==> config.mk <==
export PLATFORM = sky130hd
export DESIGN_NAME = memlibc_memory_bist_scheduler
export DESIGN_NICKNAME = d
export VERILOG_FILES = /design/src/rtl/memlibc_memory_bist_scheduler.sv
export SDC_FILE = /design/constraint.sdc
export NUM_CORES = 1
export LEC_CHECK = 0
export CAP_MARGIN = 20
export CORE_ASPECT_RATIO = 1.25
export CORE_MARGIN = 2
export CORE_UTILIZATION = 35
export CTS_CLUSTER_SIZE = 25
export DETAILED_ROUTE_END_ITERATION = 8
export PLACE_DENSITY = 0.63
export SKIP_CTS_REPAIR_TIMING = 1
export SLEW_MARGIN = 15
export SYNTH_ARGS = -nofsm -noshare
export SYNTH_HDL_FRONTEND = slang
export SYNTH_SLANG_ARGS = --single-unit
export TNS_END_PERCENT = 50
==> constraint.sdc <==
create_clock -name clk_i -period 1.9 [get_ports clk_i]
set_input_delay 0.19 -clock clk_i [delete_from_list [all_inputs] [get_ports clk_i]]
set_output_delay 0.19 -clock clk_i [all_outputs]
set_load 0.005 [all_outputs]
==> src/rtl/memlibc_memory_bist_scheduler.sv <==
// Runs the scheduled MBIST controllers one at a time and summarises their results.
// Optional watchdog enabled by defining MEMLIBC_MBIST_SCHED_WATCHDOG_EN.
module memlibc_memory_bist_scheduler #(
    parameter int unsigned NUM_CTRL   = 4,
    parameter int unsigned TIMEOUT_W  = 16,
    parameter int unsigned SETTLE_CYC = 2,
    parameter int unsigned IDX_W      = (NUM_CTRL > 1) ? $clog2(NUM_CTRL) : 1
) (
    input  logic                 clk_i,
    input  logic                 rst_ni,
    input  logic                 start_i,
    input  logic                 abort_i,
    input  logic [NUM_CTRL-1:0]  ctrl_mask_i,
    input  logic [TIMEOUT_W-1:0] timeout_i,
    input  logic [NUM_CTRL-1:0]  ctrl_done_i,
    input  logic [NUM_CTRL-1:0]  ctrl_go_i,
    output logic [NUM_CTRL-1:0]  ctrl_en_o,
    output logic [IDX_W-1:0]     cur_idx_o,
    output logic                 busy_o,
    output logic                 done_o,
    output logic                 pass_o,
    output logic [NUM_CTRL-1:0]  fail_o,
    output logic [NUM_CTRL-1:0]  timeout_o,
    output logic                 aborted_o
);
    // Scan pointer must be able to point one past the last controller.
    localparam int unsigned SCAN_W = $clog2(NUM_CTRL + 1);
    localparam int unsigned SET_W  = (SETTLE_CYC > 1) ? $clog2(SETTLE_CYC) : 1;

    typedef enum logic [2:0] {S_IDLE, S_SCAN, S_RUN, S_SETTLE, S_DONE} state_e;

    state_e              state_q, state_d;
    logic [NUM_CTRL-1:0] mask_q, mask_d;
    logic [SCAN_W-1:0]   idx_q, idx_d;
    logic [IDX_W-1:0]    cur_idx_q, cur_idx_d;
    logic [NUM_CTRL-1:0] en_q, en_d;
    logic [NUM_CTRL-1:0] fail_q, fail_d;
    logic [SET_W-1:0]    settle_q, settle_d;
    logic                aborted_q, aborted_d;
    logic                pass_q, pass_d;
    logic                busy_q, busy_d;
    logic                done_q, done_d;
    logic [IDX_W-1:0]    sel_idx;
    logic                sel_found;
    logic                abort_now;
`ifdef MEMLIBC_MBIST_SCHED_WATCHDOG_EN
    logic [TIMEOUT_W-1:0] timer_q, timer_d;
    logic [NUM_CTRL-1:0]  timeout_q, timeout_d;
`else
    logic unused_timeout;
    assign unused_timeout = ^timeout_i;
`endif

    // Lowest scheduled controller at or above the scan pointer.
    always_comb begin
        sel_idx   = '0;
        sel_found = 1'b0;
        for (int i = int'(NUM_CTRL) - 1; i >= 0; i--) begin
            if (mask_q[i] && (i >= int'(idx_q))) begin
                sel_idx   = IDX_W'(i);
                sel_found = 1'b1;
            end
        end
    end

    always_comb begin
        state_d   = state_q;
        mask_d    = mask_q;
        idx_d     = idx_q;
        cur_idx_d = cur_idx_q;
        en_d      = en_q;
        fail_d    = fail_q;
        settle_d  = settle_q;
        aborted_d = aborted_q;
        pass_d    = pass_q;
`ifdef MEMLIBC_MBIST_SCHED_WATCHDOG_EN
        timer_d   = timer_q;
        timeout_d = timeout_q;
`endif
        abort_now = abort_i && (state_q inside {S_SCAN, S_RUN, S_SETTLE});

        case (state_q)
            S_IDLE, S_DONE: begin
                if (start_i) begin
                    mask_d    = ctrl_mask_i;
                    fail_d    = '0;
                    aborted_d = 1'b0;
                    pass_d    = 1'b0;
                    idx_d     = '0;
`ifdef MEMLIBC_MBIST_SCHED_WATCHDOG_EN
                    timeout_d = '0;
`endif
                    state_d   = S_SCAN;
                end
            end
            S_SCAN: begin
                if (sel_found) begin
                    cur_idx_d = sel_idx;
                    en_d      = NUM_CTRL'(1) << sel_idx;
`ifdef MEMLIBC_MBIST_SCHED_WATCHDOG_EN
                    timer_d   = '0;
`endif
                    state_d   = S_RUN;
                end else begin
                    pass_d  = ~|fail_q & ~aborted_q;
                    state_d = S_DONE;
                end
            end
            S_RUN: begin
                // A done seen on the expiry cycle takes priority over the watchdog.
                if (ctrl_done_i[cur_idx_q]) begin
                    fail_d[cur_idx_q] = ~ctrl_go_i[cur_idx_q];
                    en_d              = '0;
                    settle_d          = '0;
                    state_d           = S_SETTLE;
                end
`ifdef MEMLIBC_MBIST_SCHED_WATCHDOG_EN
                else if ((timeout_i != '0) && (timer_q == timeout_i - TIMEOUT_W'(1))) begin
                    timeout_d[cur_idx_q] = 1'b1;
                    fail_d[cur_idx_q]    = 1'b1;
                    en_d                 = '0;
                    settle_d             = '0;
                    state_d              = S_SETTLE;
                end else begin
                    timer_d = timer_q + TIMEOUT_W'(1);
                end
`endif
            end
            S_SETTLE: begin
                if (settle_q == SET_W'(SETTLE_CYC - 1)) begin
                    idx_d   = SCAN_W'(cur_idx_q) + SCAN_W'(1);
                    state_d = S_SCAN;
                end else begin
                    settle_d = settle_q + SET_W'(1);
                end
            end
            default: state_d = S_IDLE;
        endcase

        // Abort discards any result sampled on the same edge.
        if (abort_now) begin
            en_d      = '0;
            fail_d    = fail_q;
            aborted_d = 1'b1;
            pass_d    = 1'b0;
`ifdef MEMLIBC_MBIST_SCHED_WATCHDOG_EN
            timeout_d = timeout_q;
`endif
            state_d   = S_DONE;
        end

        busy_d = state_d inside {S_SCAN, S_RUN, S_SETTLE};
        done_d = (state_d == S_DONE);
    end

    always_ff @(posedge clk_i or negedge rst_ni) begin
        if (!rst_ni) begin
            state_q   <= S_IDLE;
            mask_q    <= '0;
            idx_q     <= '0;
            cur_idx_q <= '0;
            en_q      <= '0;
            fail_q    <= '0;
            settle_q  <= '0;
            aborted_q <= 1'b0;
            pass_q    <= 1'b0;
            busy_q    <= 1'b0;
            done_q    <= 1'b0;
`ifdef MEMLIBC_MBIST_SCHED_WATCHDOG_EN
            timer_q   <= '0;
            timeout_q <= '0;
`endif
        end else begin
            state_q   <= state_d;
            mask_q    <= mask_d;
            idx_q     <= idx_d;
            cur_idx_q <= cur_idx_d;
            en_q      <= en_d;
            fail_q    <= fail_d;
            settle_q  <= settle_d;
            aborted_q <= aborted_d;
            pass_q    <= pass_d;
            busy_q    <= busy_d;
            done_q    <= done_d;
`ifdef MEMLIBC_MBIST_SCHED_WATCHDOG_EN
            timer_q   <= timer_d;
            timeout_q <= timeout_d;
`endif
        end
    end

    assign ctrl_en_o = en_q;
    assign cur_idx_o = cur_idx_q;
    assign busy_o    = busy_q;
    assign done_o    = done_q;
    assign pass_o    = pass_q;
    assign fail_o    = fail_q;
    assign aborted_o = aborted_q;
`ifdef MEMLIBC_MBIST_SCHED_WATCHDOG_EN
    assign timeout_o = timeout_q;
`else
    assign timeout_o = '0;
`endif

endmodule

==> flow_metrics.env <==
export IMPL_wl_um=2820
export IMPL_ys_flop_type="sky130_fd_sc_hd__dfrtp_1"
export IMPL_grt_start_max_net_pins=26
export IMPL_cellInternalPower_mw=1.55
export IMPL_reg2regPathDepth=4
export IMPL_grt_overflow_total=0
export IMPL_syn_cell_area_um2=1420
export IMPL_run_status="complete, no violations"
export IMPL_fin_skew_ns=0.00689
export IMPL_worst_ep_required_time_ns=2.09
export IMPL_detail_route_vias_per_cell=4.96
export IMPL_post_synth_inst_count=130
export IMPL_fmaxAchievable_ghz=0.580
export IMPL_cts_buffers=3
export IMPL_ant_cells=0
export IMPL_grt_pass1_vias=1151
export IMPL_layout_min_cycle_time_ns=1.72
export IMPL_cellLeakagePower_nw=0.835
export IMPL_drive_gt1_share_pct=15.0
export IMPL_clock_tree_buffer_depth=2
export IMPL_drt_pass_1_iters=4
export IMPL_report_final_hold_viol_count=0
export IMPL_initial_util_pct=36.9
export IMPL_syn_mean_instance_area_um2=10.9
export IMPL_clk_root_buffer_cell="sky130_fd_sc_hd__clkbuf_8"
export IMPL_hold_ws_ns=0.279
export IMPL_layout_commonest_cell="sky130_fd_sc_hd__clkdlybuf4s50_1"
export IMPL_critical_path_peak_fanout=8
export IMPL_core_area_um2=3850
export IMPL_setup_tns_final_ns=0
export IMPL_p_sw_mw=0.930
export IMPL_synth_sequential_area_ratio_pct=44.1
export IMPL_clock_tree_htree_level_count=1
export IMPL_design_portCount=50
export IMPL_cts_reportedPaths_clkPinSlew_ns=0.09
export IMPL_synth_edff_count=0
export IMPL_final_cell_count_no_fill=221
export IMPL_clk_latency_ns=0.26
export IMPL_drt_antenna_violating_nets=0
export IMPL_worstSetupEndpointType="register"
export IMPL_routabilityCongestion=0.837
export IMPL_synth_ff_latch_count=25
export IMPL_power_frac_seq_pct=36.9
export IMPL_power_density_nw_per_um2=1340
export IMPL_die_area_um2=4580
export IMPL_area_growth_syn_to_layout_pct=30.0
export IMPL_reg2reg_from="idx_q[1]"
export IMPL_critical_path_startpoint_type="register"
export IMPL_row_count=25
export IMPL_post_place_ws_ns=0.0447
export IMPL_cts_tree="yes"
export IMPL_drt_first_iter_violations=28
export IMPL_power_combinational_fraction_pct=50.7
export IMPL_finalCritPeriodShare_pct=90.7
export IMPL_number_of_clock_sinks=25
export IMPL_irDropWorstVdd_uv=737
export IMPL_grt_total_usage_pct=14.0
export IMPL_die_y_um=75.2
export IMPL_critPathCapture="ctrl_en_o[2]"
export IMPL_hold_path_class="primary input to asynchronous set/reset pin"
export IMPL_power_share_switching_pct=37.6
export IMPL_final_nets=204
export IMPL_path_class="register to register"
export IMPL_grt_setup_unrepaired="false"
export IMPL_drcViolationCount=0
export IMPL_grt_first_pass_wirelength_um=4840
export IMPL_timing_final_max_slew_violations=0
export IMPL_synthDistinctLibCells=47
export IMPL_yosysWarningCount=0
export IMPL_clkPwrFrac_pct=12.4
export IMPL_setup_violations_final=0
export IMPL_max_cap_violations=0
export IMPL_average_wire_per_cell_in_the_routed_design_um=12.7
export IMPL_dp_hpwl_um=2290
export IMPL_data_arrival_time_of_the_worst_path_ns=1.91
export IMPL_grt_antenna_before_repair=0
export IMPL_fin_ws_ns=0.177
export IMPL_reg2reg_to="ctrl_en_o[2]"
export IMPL_num_vias=1096
export IMPL_worst_r2r_setup_slack_ns=0.18
export IMPL_io_buffers=29
export IMPL_startpoint="idx_q[1]"
export IMPL_placed_cells=217
export IMPL_die_width_um=61.0
export IMPL_asyncSetResetFlopFracSynth_pct=100
export IMPL_mostFrequentLayoutCells="sky130_fd_sc_hd__clkdlybuf4s50_1, sky130_fd_sc_hd__dfrtp_1, sky130_fd_sc_hd__nand3_1, sky130_fd_sc_hd__nand2_1, sky130_fd_sc_hd__buf_4"
[synth_stat cells, types with 2 or more instances]
master | instances | share of area, %
sky130_fd_sc_hd__and3_1 | 2 | 0.88
sky130_fd_sc_hd__mux2_2 | 5 | 4.0
sky130_fd_sc_hd__nand2_1 | 11 | 2.9
sky130_fd_sc_hd__a32o_1 | 3 | 2.1
sky130_fd_sc_hd__nor2_4 | 2 | 1.6
sky130_fd_sc_hd__nor2_1 | 5 | 1.3
sky130_fd_sc_hd__buf_4 | 4 | 2.1
sky130_fd_sc_hd__a21oi_1 | 2 | 0.71
sky130_fd_sc_hd__ha_1 | 4 | 3.5
sky130_fd_sc_hd__o21ai_0 | 3 | 1.1
sky130_fd_sc_hd__dfrtp_1 | 25 | 44
sky130_fd_sc_hd__nor2b_1 | 2 | 0.88
sky130_fd_sc_hd__nand2b_1 | 4 | 1.8
sky130_fd_sc_hd__a21boi_0 | 2 | 1.1
sky130_fd_sc_hd__mux2i_1 | 4 | 2.8
sky130_fd_sc_hd__nor3b_1 | 2 | 1.1
sky130_fd_sc_hd__nand3b_1 | 2 | 1.1
sky130_fd_sc_hd__o21bai_1 | 2 | 1.1
sky130_fd_sc_hd__nand3_1 | 11 | 3.9
sky130_fd_sc_hd__o22a_1 | 2 | 1.2
sky130_fd_sc_hd__inv_1 | 6 | 1.6
sky130_fd_sc_hd__a22o_1 | 2 | 1.2
[worst max-delay path, cell delays in order (launching register included)]
cell and delay, ns:
sky130_fd_sc_hd__dfrtp_1 0.45, sky130_fd_sc_hd__a21boi_0 0.28, sky130_fd_sc_hd__o21bai_1 0.19, sky130_fd_sc_hd__or4bb_1 0.58
sky130_fd_sc_hd__mux2i_4 0.15
[power groups by stage]
stage / logic [mW] / registers (mW) / clock network, mW
after global routing: 1.40 / 0.950 / 0.343
after global placement: 1.24 / 0.916 / 0
after floorplan: 0.790 / 0.899 / 0
final: 1.26 / 0.915 / 0.307
after CTS: 1.27 / 0.916 / 0.319
after detailed placement: 1.26 / 0.928 / 0
[sequential cells by signal (all words and copies together) (netlist names)]
| signal | cells |
|---|---|
| idx_q | 3 |
| cur_idx_o | 2 |
| done_o | 1 |
| aborted_o | 1 |
| settle_q | 1 |
| mask_q | 4 |
| pass_o | 1 |
| state_q | 3 |
| busy_o | 1 |
| ctrl_en_o | 4 |
| fail_o | 4 |
[worst min-delay path by stage]
stage                     end  slack (ns)  depth (start not counted)
floorplan           aborted_o       -0.11                          0
global placement    aborted_o        0.49                          2
detailed placement  aborted_o        0.51                          2
CTS                 mask_q[3]        0.29                          2
global route        mask_q[0]        0.31                          2
finish              mask_q[0]        0.28                          2
[kinds of logic (layout without fill, tap and decap cells)]
logic type	count (synthesis)	count (layout)	synth area share, %
buffers and inverters	13	47	5.11
DFF	25	25	44.1
muxes	12	12	11.8
AOI/OAI and AO/OA	26	26	14.2
other	1	4	0.264
and+or+nand+nor	49	49	21.0
adders and majority gates	4	4	3.53
[routing by layer]
layer  track usage (%)  vias up  share of wire, %
li1                  -      540                 -
met1              16.1      526                43
met2              25.3       23                52
met3              2.23        7               3.0
met4              5.80        0               2.3
met5                 0        -                 0
[per-stage QoR]
| stage | power [mW] | cell area [um^2] | utilization [%] |
|---|---|---|---|
| 5_1_grt | 2.69 | 1840 | 47.9 |
| 6_report | 2.48 | 1840 | 47.9 |
| 2_1_floorplan | 1.69 | 1430 | - |
| 3_3_place_gp | 2.16 | 1800 | 46.7 |
| 3_5_place_dp | 2.19 | 1800 | 46.7 |
| 4_1_cts | 2.50 | 1840 | 47.9 |
[area by class of cell]
class                   count  area, um^2
well taps                  54        67.6
inverters                   6        22.5
clock inverters             1        5.00
fillers                   365        2000
flip-flops and latches     25         626
multi-input cells          95         732
clock buffers               3        41.3
repair buffers             37         350
(Power assumes the default switching activity.)
